`src/rtl/des_key_schedule.sv`:
```
// DES round-key generator: turns a PC-1 key into K1..K16 (or K16..K1) over a
// valid/ready stream, one key per transfer with no bubbles.
module des_key_schedule (
  input  logic        clk_in,
  input  logic        rst_n_in,
  input  logic [55:0] key_in,
  input  logic        key_valid_in,
  input  logic        key_err_in,
  input  logic        decrypt_in,
  output logic [47:0] round_key_out,
  output logic [3:0]  round_idx_out,
  output logic        round_key_valid_out,
  input  logic        round_key_ready_in,
  output logic        busy_out,
  output logic        done_out,
  output logic        key_err_out
);

  typedef enum logic {
    IDLE = 1'b0,
    GEN  = 1'b1
  } state_t;

  // PC-2 source positions, 1 = CD[55]
  localparam int PC2_TAB [48] = '{
    14, 17, 11, 24,  1,  5,  3, 28, 15,  6, 21, 10, 23, 19, 12,  4,
    26,  8, 16,  7, 27, 20, 13,  2, 41, 52, 31, 37, 47, 55, 30, 40,
    51, 45, 33, 48, 44, 49, 39, 56, 34, 53, 46, 42, 50, 36, 29, 32
  };

  state_t      state_p0, state_nxt;
  logic [55:0] cd_p0, cd_nxt;
  logic        dec_p0, dec_nxt;
  logic [47:0] key_nxt;
  logic [3:0]  idx_nxt;
  logic        vld_nxt, busy_nxt, done_nxt, err_nxt;

  logic        xfer, last_key;
  logic [55:0] cd_accept, cd_advance;

  // True when round r (0-based) uses a two-bit rotation
  function automatic logic shift_two(input logic [3:0] r);
    return !(r == 4'd0 || r == 4'd1 || r == 4'd8 || r == 4'd15);
  endfunction

  function automatic logic [27:0] rotl28(input logic [27:0] x, input logic two);
    return two ? {x[25:0], x[27:26]} : {x[26:0], x[27]};
  endfunction

  function automatic logic [27:0] rotr28(input logic [27:0] x, input logic two);
    return two ? {x[1:0], x[27:2]} : {x[0], x[27:1]};
  endfunction

  function automatic logic [55:0] rotl_cd(input logic [55:0] cd, input logic two);
    return {rotl28(cd[55:28], two), rotl28(cd[27:0], two)};
  endfunction

  function automatic logic [55:0] rotr_cd(input logic [55:0] cd, input logic two);
    return {rotr28(cd[55:28], two), rotr28(cd[27:0], two)};
  endfunction

  function automatic logic [47:0] pc2(input logic [55:0] cd);
    logic [47:0] o;
    logic [5:0]  src;
    logic [5:0]  dst;
    o = '0;
    for (int i = 0; i < 48; i++) begin
      src    = 6'(56 - PC2_TAB[i]);
      dst    = 6'(47 - i);
      o[dst] = cd[src];
    end
    return o;
  endfunction

  // Decrypt starts from CD16, which equals CD0 since the shifts total 28
  assign cd_accept  = decrypt_in ? key_in : rotl_cd(key_in, 1'b0);
  assign cd_advance = dec_p0 ? rotr_cd(cd_p0, shift_two(round_idx_out))
                             : rotl_cd(cd_p0, shift_two(round_idx_out + 4'd1));
  assign xfer       = round_key_valid_out & round_key_ready_in;
  assign last_key   = dec_p0 ? (round_idx_out == 4'd0) : (round_idx_out == 4'd15);

  always_comb begin
    state_nxt = state_p0;
    cd_nxt    = cd_p0;
    dec_nxt   = dec_p0;
    key_nxt   = round_key_out;
    idx_nxt   = round_idx_out;
    vld_nxt   = round_key_valid_out;
    busy_nxt  = busy_out;
    done_nxt  = 1'b0;
    err_nxt   = 1'b0;

    if (key_err_in) begin
      state_nxt = IDLE;
      vld_nxt   = 1'b0;
      busy_nxt  = 1'b0;
      err_nxt   = 1'b1;
    end else if (key_valid_in) begin
      // A new key always wins over a transfer on the same edge
      state_nxt = GEN;
      dec_nxt   = decrypt_in;
      cd_nxt    = cd_accept;
      key_nxt   = pc2(cd_accept);
      idx_nxt   = decrypt_in ? 4'd15 : 4'd0;
      vld_nxt   = 1'b1;
      busy_nxt  = 1'b1;
    end else if (state_p0 == GEN && xfer) begin
      if (last_key) begin
        state_nxt = IDLE;
        vld_nxt   = 1'b0;
        busy_nxt  = 1'b0;
        done_nxt  = 1'b1;
      end else begin
        cd_nxt  = cd_advance;
        key_nxt = pc2(cd_advance);
        idx_nxt = dec_p0 ? round_idx_out - 4'd1 : round_idx_out + 4'd1;
      end
    end
  end

  // Output/state register stage
  always_ff @(posedge clk_in or negedge rst_n_in) begin
    if (!rst_n_in) begin
      state_p0            <= IDLE;
      cd_p0               <= '0;
      dec_p0              <= 1'b0;
      round_key_out       <= '0;
      round_idx_out       <= '0;
      round_key_valid_out <= 1'b0;
      busy_out            <= 1'b0;
      done_out            <= 1'b0;
      key_err_out         <= 1'b0;
    end else begin
      state_p0            <= state_nxt;
      cd_p0               <= cd_nxt;
      dec_p0              <= dec_nxt;
      round_key_out       <= key_nxt;
      round_idx_out       <= idx_nxt;
      round_key_valid_out <= vld_nxt;
      busy_out            <= busy_nxt;
      done_out            <= done_nxt;
      key_err_out         <= err_nxt;
    end
  end

endmodule
```
`config.mk`:
```
export PLATFORM = sky130hd
export DESIGN_NAME = des_key_schedule
export DESIGN_NICKNAME = d
export VERILOG_FILES = /design/src/rtl/des_key_schedule.sv
export SDC_FILE = /design/constraint.sdc
export NUM_CORES = 1
export LEC_CHECK = 0
export CORE_ASPECT_RATIO = 2
export CORE_UTILIZATION = 35
export CTS_BUF_LIST = sky130_fd_sc_hd__clkbuf_2 sky130_fd_sc_hd__clkbuf_4 sky130_fd_sc_hd__clkbuf_8
export CTS_CLUSTER_SIZE = 30
export DETAILED_ROUTE_END_ITERATION = 6
export PLACE_DENSITY_LB_ADDON = 0.3
export SETUP_SLACK_MARGIN = 0.05
export SYNTH_ARGS = -nofsm -noshare
export SYNTH_HDL_FRONTEND = slang
export SYNTH_SLANG_ARGS = --single-unit
```
`constraint.sdc`:
```
create_clock -name clk_in -period 1.95 [get_ports clk_in]
set_input_delay 0.39 -clock clk_in [delete_from_list [all_inputs] [get_ports clk_in]]
set_output_delay 0.39 -clock clk_in [all_outputs]
set_load 0.01 [all_outputs]
```
==> results.py <==
metrics = {
    "detailed_routing": {
        "wl_met1_um": 7470,
        "dr.pass1.iters": 5,
        "drtIter0Drc": 289,
        "wl_um": 20900,
        "num_vias": 6108,
        "drc_errors": 0,
        "wl_met2_um": 11800,
        "wl_per_cell_um": 20.1,
        "drtAntennaViolNets": 0,
        "routed.top_layer": "met4",
        "via_per_inst": 5.87,
        "dr_wl_met3_um": 825,
    },
    "power_and_ir_drop": {
        "power_density_nw_per_um2": 927,
        "leakage_nw": 3.62,
        "peakVddDrop_v": 0.000474,
    },
    "timing": {
        "rsz0062_at_grt": "yes",
        "tightest_slew_ns": 0.500,
        "fin_crit_sh": 1.04,
        "hold_ws_ns": -0.00144,
        "layout_min_cycle_time_ns": 2.03,
        "fin_skew_ns": 0.0145,
        "hold_viol_final": 1,
        "drv_slew": 0,
        "relSlewSlack": 0.667,
        "fin_tns_setup_ns": -2.60,
        "setup_viol": 57,
        "worst_slack_ns": -0.0769,
        "timing.fmax_mhz": 493,
    },
    "finish": {
        "n_antenna_cell": 0,
        "fin_area_um2": 8720,
        "fillers": 1588,
        "drive_above_1_share": 0.315,
        "final_cell_mix": "nor2_1 (152), clkdlybuf4s50_1 (113), nand2_1 (57)",
        "layout_commonest_cell": "nor2_1",
        "nets": 896,
        "area_delta_synth_final_pct": 45.0,
    },
    "synth": {
        "synth_nets": 809,
        "syn-cell-area_um2": 6010,
        "synthCells": 742,
        "ys_ff_latch": 64,
        "synthArstFlopShare": 1.00,
        "synth_flop_cell": "dfrtp_1",
        "synth_edf_count": 0,
        "yosys_warnings": 0,
        "ys_types": 37,
        "ys_seq_area_frac": 0.266,
        "syn_avg_cell_area_um2": 8.10,
    },
    "status": {
        "failed_checks": "hold timing, setup timing",
        "status": "finished, violations left",
    },
    "critical_path": {
        "worstPathRequired_ns": 2.20,
        "critical_path_peak_fanout": 10,
        "critPathKind": "flip-flop to flip-flop",
        "crit_arrival_ns": 2.27,
        "critPathMaxStageDelay_ns": 0.47,
        "setup.worst_path.start": "round_idx_out[1]$_DFFE_PN0P_",
        "crit_path_end_kind": "flip-flop",
        "r2r_start": "round_idx_out[1]$_DFFE_PN0P_",
        "cpMaxStageDelayCell": "dfrtp_2",
        "critical_path.cell_chain": "inv_4, ha_4, nor4bb_4, a311o_2, buf_12, clkbuf_16, a31oi_4, o41ai_2",
        "critPathLaunchType": "flip-flop",
    },
    "placement": {
        "port_buffers": 117,
        "gp_congestion": 0.792,
        "dpl_cell_area_um2": 7450,
        "hpwl_um": 13000,
    },
    "clocking": {
        "cts.reportedPaths.clkPinSlew_ns": 0.09,
        "cts_max_level": 3,
        "numCtsBuffers": 9,
        "cts_hold_buf": 0,
        "cts_root_buffer": "clkbuf_8",
        "clock_path_buffers": 2,
        "clock_sinks": 64,
        "cts_tree": "built",
        "worstSkewPairLatency_ns": 0.37,
    },
    "global_route": {
        "antenna_found_initial": 0,
        "grt_use_total": 0.225,
        "grt_overflow": 0,
        "grt_pass1_wl_um": 31100,
        "grt_pass1_vias": 6045,
        "grt_max_degree": 65,
    },
    "floorplan": {
        "die_w_um": 94.7,
        "fp.dieH_um": 187,
        "ios": 118,
        "die_area_um2": 17700,
        "row_count": 67,
        "initial_core_util": 0.359,
        "core_area_um2": 16800,
    },
    "hold_path": {
        "hold_path.class": "primary input to async pin",
    },
    "run": {
        "drv_cap": 0,
    },
}
final timing paths:
kind | end | slack (ns) | depth (start not counted)
hold reg to reg | state_p0$_DFFE_PN0P_ | 0.60 | 2
setup reg to reg | round_key_out[0]$_DFFE_PN0P_ | -0.08 | 8
hold / removal | round_key_out[16]$_DFFE_PN0P_ | -0.001 | 2
max in group asynchronous | round_key_out[45]$_DFFE_PN0P_ | 1.54 | 2
min in group clk_in | round_key_out[3]$_DFFE_PN0P_ | 0.59 | 5
setup / recovery | round_key_out[0]$_DFFE_PN0P_ | -0.08 | 8
worst max-delay path: cells and delay by family, from the launching register on:
kind / cells / cell delay, ns
and+or+nand+nor: 1 / 0.17
AOI/OAI and AO/OA: 3 / 0.63
DFF: 1 / 0.47
buffers and inverters: 3 / 0.45
adders and majority gates: 1 / 0.18
stage by stage:
stage	setup WS, ns	cells	util	power, mW
final	-0.0769	1041	0.520	8.09
after floorplan	0.0454	742	-	4.57
after global placement	-0.215	1000	0.444	5.71
after detailed placement	-0.259	1000	0.444	5.75
after CTS	-0.0322	1027	0.477	7.59
after global routing	-0.133	1041	0.520	8.54
sequential cells by signal, summed over array words and instances (netlist names):
signal	flops
dec_p0	1
cd_p0	9
round_idx_out	4
done_out	1
round_key_out	47
state_p0	1
key_err_out	1
where the power goes:
group,internal (mW),switching [mW]
Sequential,1.58,0.506
Clock,0.759,0.645
Combinational,2.23,2.36
Total,4.57,3.52
synthesized netlist by cell type, types with 2 or more instances:
library cell    n  share of area
a21o_1          2         0.0025
a21oi_1        59          0.049
a21oi_2         2         0.0029
a22o_1          4         0.0058
a31oi_1        58          0.060
buf_1           4         0.0025
buf_2          19          0.016
buf_4          56          0.070
buf_6          16          0.030
clkbuf_1       26          0.016
dfrtp_1        64           0.27
ha_1            5          0.010
inv_1           6         0.0037
mux2i_1        56          0.093
nand2_1        59          0.037
nand2b_1        3         0.0031
nand3_2         2         0.0033
nor2_1        170           0.11
o21ai_0        58          0.048
o31ai_1         2         0.0025
o41ai_1         6         0.0087
o41ai_2        50           0.14
per-layer routing:
| metal | track usage | vias to the layer above |
|---|---|---|
| met2 | 0.419 | 210 |
| met5 | 0 | - |
| met4 | 0.115 | 0 |
| li1 | - | 2809 |
| met1 | 0.233 | 3036 |
| met3 | 0.0354 | 53 |
repair_timing:
item,CTS,global route
cloned,2,7
setup endpoints to repair,62,67
pin swaps,6,10
setup buffers,9,7
resized for setup,40,95
cells by family after synthesis:
group | share of synthesized area
AO/OA/AOI/OAI | 0.325
adder cells (fa/ha/maj) | 0.0104
multiplexers | 0.0951
flip-flops | 0.266
AND/OR/NAND/NOR | 0.163
XOR/XNOR | 0.00146
buffers and inverters | 0.138
final cells by class:
| type | instances | area, µm² | share of cell area |
|---|---|---|---|
| tap | 207 | 259 | 0.0297 |
| clock buffer | 10 | 138 | 0.0158 |
| clock inverter | 6 | 91.3 | 0.0105 |
| timing repair buffer | 197 | 2200 | 0.253 |
| inverter | 6 | 27.5 | 0.00316 |
| sequential | 64 | 1620 | 0.185 |
| multi-input combinational | 551 | 4380 | 0.503 |
Note: power is estimated with default switching activity, not from simulation.
